File: src/rtl/clk_mon_pkg.sv
// Shared types and constants for the clock-ratio monitor.
// Latency: n/a (declarations only).
// Backpressure: n/a.
package clk_mon_pkg;

  // Monitor FSM states
  typedef enum logic [1:0] {
    IDLE    = 2'd0,
    ACQUIRE = 2'd1,
    LOCKED  = 2'd2,
    FAULT   = 2'd3
  } mon_state_t;

  // Bit positions inside err_flags
  localparam int ERR_CLK_2F = 0;
  localparam int ERR_CLK_F  = 1;
  localparam int ERR_PHASE  = 2;
  localparam int ERR_STUCK  = 3;

  // Width of an interval counter that must be able to hold TIMEOUT itself
  function automatic int cnt_width(input int timeout);
    return $clog2(timeout + 1);
  endfunction

endpackage

File: src/rtl/edge_meter.sv
// Samples one monitored clock as data and measures the spacing of its edges.
// Latency: edge flags valid 1 cycle after the input changes (sample register).
// Backpressure: none; free-running on every clk_8f cycle.
module edge_meter
  import clk_mon_pkg::*;
#(
  parameter int HALF    = 2,
  parameter int TIMEOUT = 32
) (
  input  logic clk_8f,
  input  logic rst,
  input  logic clr,
  input  logic sig,
  output logic edge_det,
  output logic rise,
  output logic interval_ok,
  output logic stuck,
  output logic armed
);

  localparam int            CW      = cnt_width(TIMEOUT);
  localparam logic [CW-1:0] CNT_MAX = CW'(TIMEOUT);
  // Counter reads (edge spacing - 1) on the cycle the next edge is seen
  localparam logic [CW-1:0] CNT_OK  = CW'(HALF - 1);

  logic          s;
  logic          s_d;
  logic [CW-1:0] cnt;
  logic          first_seen;

  // Sample register plus one-cycle history for edge detection
  always_ff @(posedge clk_8f) begin
    if (rst) begin
      s   <= 1'b0;
      s_d <= 1'b0;
    end else begin
      s   <= sig;
      s_d <= s;
    end
  end

  assign edge_det = s ^ s_d;
  assign rise     = s & ~s_d;

  // Saturating cycles-since-last-edge counter; held at zero while the monitor idles
  always_ff @(posedge clk_8f) begin
    if (rst || clr) begin
      cnt <= '0;
    end else if (edge_det) begin
      cnt <= '0;
    end else if (cnt != CNT_MAX) begin
      cnt <= cnt + 1'b1;
    end
  end

  // First edge after idle only opens the measurement window
  always_ff @(posedge clk_8f) begin
    if (rst || clr) begin
      first_seen <= 1'b0;
    end else if (edge_det) begin
      first_seen <= 1'b1;
    end
  end

  assign interval_ok = (cnt == CNT_OK);
  assign stuck       = (cnt == CNT_MAX);
  assign armed       = first_seen;

endmodule

File: src/rtl/clk_ratio_mon.sv
// Checks clk_2f/clk_f half-periods and phase against clk_8f; locks, then latches faults.
// Latency: input change -> detected edge 1 cycle, detected edge -> lock/fault/err_flags 1 cycle.
// Backpressure: none; every cycle is evaluated, enb low returns to IDLE.
module clk_ratio_mon
  import clk_mon_pkg::*;
#(
  parameter int HALF_2F  = 2,
  parameter int HALF_F   = 4,
  parameter int LOCK_CNT = 4,
  parameter int TIMEOUT  = 32
) (
  input  logic       clk_8f,
  input  logic       rst,
  input  logic       enb,
  input  logic       clk_2f_in,
  input  logic       clk_f_in,
  output logic       lock,
  output logic       fault,
  output logic [3:0] err_flags
);

  localparam int            GW        = $clog2(LOCK_CNT + 1);
  localparam logic [GW-1:0] GOOD_LAST = GW'(LOCK_CNT - 1);

  mon_state_t    state;
  logic [GW-1:0] good_cnt;

  logic p_edge, p_rise, p_ok, p_stuck, p_armed;
  logic f_edge, f_ok, f_stuck, f_armed;
  logic f_rise_unused;
  logic [3:0] cause;
  logic any_viol;
  logic good_edge;

  edge_meter #(.HALF(HALF_2F), .TIMEOUT(TIMEOUT)) u_meter_2f (
    .clk_8f      (clk_8f),
    .rst         (rst),
    .clr         (state == IDLE),
    .sig         (clk_2f_in),
    .edge_det    (p_edge),
    .rise        (p_rise),
    .interval_ok (p_ok),
    .stuck       (p_stuck),
    .armed       (p_armed)
  );

  edge_meter #(.HALF(HALF_F), .TIMEOUT(TIMEOUT)) u_meter_f (
    .clk_8f      (clk_8f),
    .rst         (rst),
    .clr         (state == IDLE),
    .sig         (clk_f_in),
    .edge_det    (f_edge),
    .rise        (f_rise_unused),
    .interval_ok (f_ok),
    .stuck       (f_stuck),
    .armed       (f_armed)
  );

  // Per-cycle violation causes; a clk_f edge must land on a clk_2f rising edge
  always_comb begin
    cause             = '0;
    cause[ERR_CLK_2F] = p_edge & p_armed & ~p_ok;
    cause[ERR_CLK_F]  = f_edge & f_armed & ~f_ok;
    cause[ERR_PHASE]  = f_edge & f_armed & ~p_rise;
    cause[ERR_STUCK]  = p_stuck | f_stuck;
  end

  assign any_viol  = |cause;
  assign good_edge = f_edge & f_armed & ~any_viol;

  // Monitor FSM with registered lock/fault/err_flags; enb low wins over every transition
  always_ff @(posedge clk_8f) begin
    if (rst || !enb) begin
      state     <= IDLE;
      good_cnt  <= '0;
      lock      <= 1'b0;
      fault     <= 1'b0;
      err_flags <= '0;
    end else begin
      case (state)
        IDLE: begin
          state    <= ACQUIRE;
          good_cnt <= '0;
        end
        ACQUIRE: begin
          if (any_viol) begin
            good_cnt <= '0;
          end else if (good_edge) begin
            if (good_cnt == GOOD_LAST) begin
              state    <= LOCKED;
              lock     <= 1'b1;
              good_cnt <= '0;
            end else begin
              good_cnt <= good_cnt + 1'b1;
            end
          end
        end
        LOCKED: begin
          if (any_viol) begin
            state     <= FAULT;
            lock      <= 1'b0;
            fault     <= 1'b1;
            err_flags <= cause;
          end
        end
        FAULT: begin
          state <= FAULT;
        end
        default: begin
          state <= IDLE;
        end
      endcase
    end
  end

endmodule
File: config.mk
export PLATFORM = sky130hd
export DESIGN_NAME = clk_ratio_mon
export DESIGN_NICKNAME = d
export VERILOG_FILES = /design/src/rtl/clk_mon_pkg.sv /design/src/rtl/edge_meter.sv /design/src/rtl/clk_ratio_mon.sv
export SDC_FILE = /design/constraint.sdc
export NUM_CORES = 1
export LEC_CHECK = 0
export CORE_AREA = 10 10 60 62
export DETAILED_ROUTE_END_ITERATION = 8
export DIE_AREA = 0 0 70 72
export GPL_TIMING_DRIVEN = 0
export PLACE_DENSITY = 0.84
export SLEW_MARGIN = 20
export SYNTH_ARGS = -nofsm -noshare
export SYNTH_HDL_FRONTEND = slang
export SYNTH_SLANG_ARGS = --single-unit
File: constraint.sdc
create_clock -name clk_8f -period 1.79 [get_ports clk_8f]
set_input_delay 0.358 -clock clk_8f [delete_from_list [all_inputs] [get_ports clk_8f]]
set_output_delay 0.358 -clock clk_8f [all_outputs]
set_load 0.01 [all_outputs]
==> results.cfg, run 1 <==
[setup_path]
crit_fanout = 6
rr_startpoint = u_meter_2f.cnt[0]
startpoint_type = flip-flop
cp_num_buf_inv = 1
startpoint = u_meter_2f.cnt[0]
crit_chain = buf_4 -> ha_1 -> a311o_1 -> a21boi_4 -> a21oi_2 -> o22ai_1
crit_arrival_ns = 1.90
path_class = reg2reg
cp_top_family = compound AO/OA/AOI/OAI gates
max_stage_delay_ns = 0.36
required_ns = 1.99
crit_path_top_delay_cell = a311o_1
worstSetupEndpointType = flip-flop

[global_route]
grt_max_degree = 11
grt_pass1_wl_um = 4170
overflow = 0
grt_usage = 0.0990
grt_pass1_vias = 992
antenna_found_initial = 0

[timing]
worst_pin_slew_ns = 0.423
finalHoldViolations = 0
fmax_mhz = 590
fin_crit_ns = 1.70
fin_setup_tns_ns = 0
finalSetupViolations = 0
finalMaxSlewViolations = 0
rsz0062_at_grt = yes
hold-worst-slack_ns = 0.454
fin_skew_ns = 0.00475
setup_ws_ns = 0.0940
fin_crit_sh = 0.947
slew-limit-headroom = 0.718

[yosys]
synth_compound_area_frac = 0.127
synth_seq_cells = 29
synth_simple_gate_area_frac = 0.219
ys.flop_type = dfxtp_1
syn_inst = 140
synthXorXnorAreaFrac = 0.0745
synth_cell_types = 34
ys_seq_area_frac = 0.449
synth_area_um2 = 1290
synth_edf_count = 0
synth_top_family_by_area = simple AND/OR/NAND/NOR gates
yosysWarnings = 0
syn_nets = 152
synthMuxAreaShare = 0.0155
synthAdderAreaFrac = 0.0678
synthArstFlopShare = 0
syn_area_per_cell_um2 = 9.23

[layout]
final_core_util = 0.638
finalNonFillerCells = 190
fin_area_um2 = 1550
finalNetCount = 172
area_delta_synth_final_pct = 20.0
antenna_cells = 0
drive_gt1_frac = 0.175

[routing]
via_per_inst = 5.17
routedWlPerCell_um = 12.9
dr.pass1.iters = 4
antenna_left = 0
initialDrtViolationCount = 38
totalWireLength_um = 2450
vias = 982
drcViolationCount = 0

[pwr]
ir_drop_mv = 0.787
leakage_nw = 0.571
power.density_nw_per_um2 = 712
total_power_mw = 1.10

[job]
drv_cap = 0

[status]
status = complete, no violations

[clock_tree]
h-tree-depth = 2
cts_tree = done
cts-root-buf = clkbuf_4
clk_pin_slew_worst_paths_ns = 0.08
cts_buffers = 5
clockBufferDepth = 2
cts-hold-fix-buffers = 0
clk_latency_ns = 0.32
cts_sinks = 29

[die]
io_pins = 11
start_util = 0.531
num_rows = 18
design.die.area_um2 = 5040
core_um2 = 2430
dieHeight_um = 72
fp.dieW_um = 70

[placement]
post-place-ws_ns = -0.0832
place.gp.congestion = 0.869
dpl_cell_area_um2 = 1430
dp_hpwl_um = 1780
port_buffers = 10
dp_cells = 180

[min_path]
hp-start = good_cnt[2]
min_path_type = reg2reg
cells by family after synthesis:
group                      count (synthesis)
and+or+nand+nor                           58
adders and majority gates                  7
xor gates and xnor gates                  11
muxes                                      2
AOI/OAI and AO/OA                         19
DFF                                       29
buffers and inverters                     14
report_power, final:
part,internal [mW],switching (mW),leakage [nW]
Combinational,0.0279,0.0292,0.303
Clock,0.185,0.203,0.0314
Sequential,0.654,0.00649,0.236
state kept, by name (all words and copies together) (netlist names):
| name | count |
|---|---|
| u_meter_2f.s_d | 1 |
| lock | 1 |
| good_cnt | 3 |
| fault | 1 |
| u_meter_f.s | 1 |
| u_meter_f.s_d | 1 |
| u_meter_2f.cnt | 6 |
| u_meter_f.armed | 1 |
| u_meter_2f.s | 1 |
| state | 2 |
| u_meter_2f.armed | 1 |
| u_meter_f.cnt | 6 |
| err_flags | 4 |
cell usage in the layout, fill, tap and decap left out, drive strengths merged, types with 5 or more instances in the layout:
cell / netlist / layout
clkdlybuf4s50: 0 / 10
clkbuf: 2 / 8
and3: 5 / 5
nand2: 14 / 14
dfxtp: 29 / 29
nand3: 5 / 5
ha: 7 / 7
inv: 10 / 10
nor2: 14 / 14
xnor2: 7 / 7
buf: 2 / 6
nor2b: 6 / 6
nor3: 6 / 6
Yosys cell counts (3+ instances only):
cell type | instances | area (um^2)
nor2_1 | 14 | 52.6
nand3_1 | 5 | 25.0
nand2b_1 | 3 | 18.8
o22ai_1 | 4 | 25.0
dfxtp_1 | 29 | 581
nor2b_1 | 6 | 37.5
nor3_1 | 6 | 30.0
nand2_1 | 14 | 52.6
ha_1 | 7 | 87.6
inv_1 | 10 | 37.5
xor2_1 | 4 | 35.0
xnor2_1 | 7 | 61.3
and3_1 | 5 | 31.3
per-layer routing:
layer	vias up	routed length, um	global-route usage
li1	511	-	-
met1	454	1070	0.0989
met2	17	1280	0.179
met3	0	97	0.0463
met4	0	0	0.0307
met5	-	0	0
worst reg2reg max path: stages (launching register included):
cell	delay [ns]
dfxtp_2	0.34
buf_4	0.13
ha_1	0.18
a311o_1	0.36
a21boi_4	0.18
a21oi_2	0.27
o22ai_1	0.13
layout make-up:
class	instances	area (um^2)
sequential	29	583
multi-input combinational	97	689
tap	30	37.5
clock buffer	7	55.1
inverter	10	37.5
fill	201	881
timing repair buffer	14	130
buffer	3	18.8
final timing paths:
path | end | slack [ns] | depth (start not counted)
worst max-delay path | err_flags[3] | 0.09 | 6
worst min register to register | good_cnt[2] | 0.45 | 2
worst min-delay path | good_cnt[2] | 0.45 | 2
worst max register to register | err_flags[3] | 0.09 | 6
repair_timing:
action / CTS / global route
gates resized for setup: 1 / 12
pin swaps: 1 / 4
hold endpoints to repair: 0 / 0
endpoints found under the setup margin: 4 / 10
setup buffers: 1 / 3
Power figures use the tool's default switching activity.
==> run 2: changes to the inputs <==
--- a/config.mk
+++ b/config.mk
@@ -10,7 +10,7 @@
 export DIE_AREA = 0 0 70 72
 export GPL_TIMING_DRIVEN = 0
 export PLACE_DENSITY = 0.84
-export SLEW_MARGIN = 20
+export SLEW_MARGIN = 40
 export SYNTH_ARGS = -nofsm -noshare
 export SYNTH_HDL_FRONTEND = slang
 export SYNTH_SLANG_ARGS = --single-unit
==> results of run 2 <==
Final layout, timing and power as in run 1 (identical DEF).
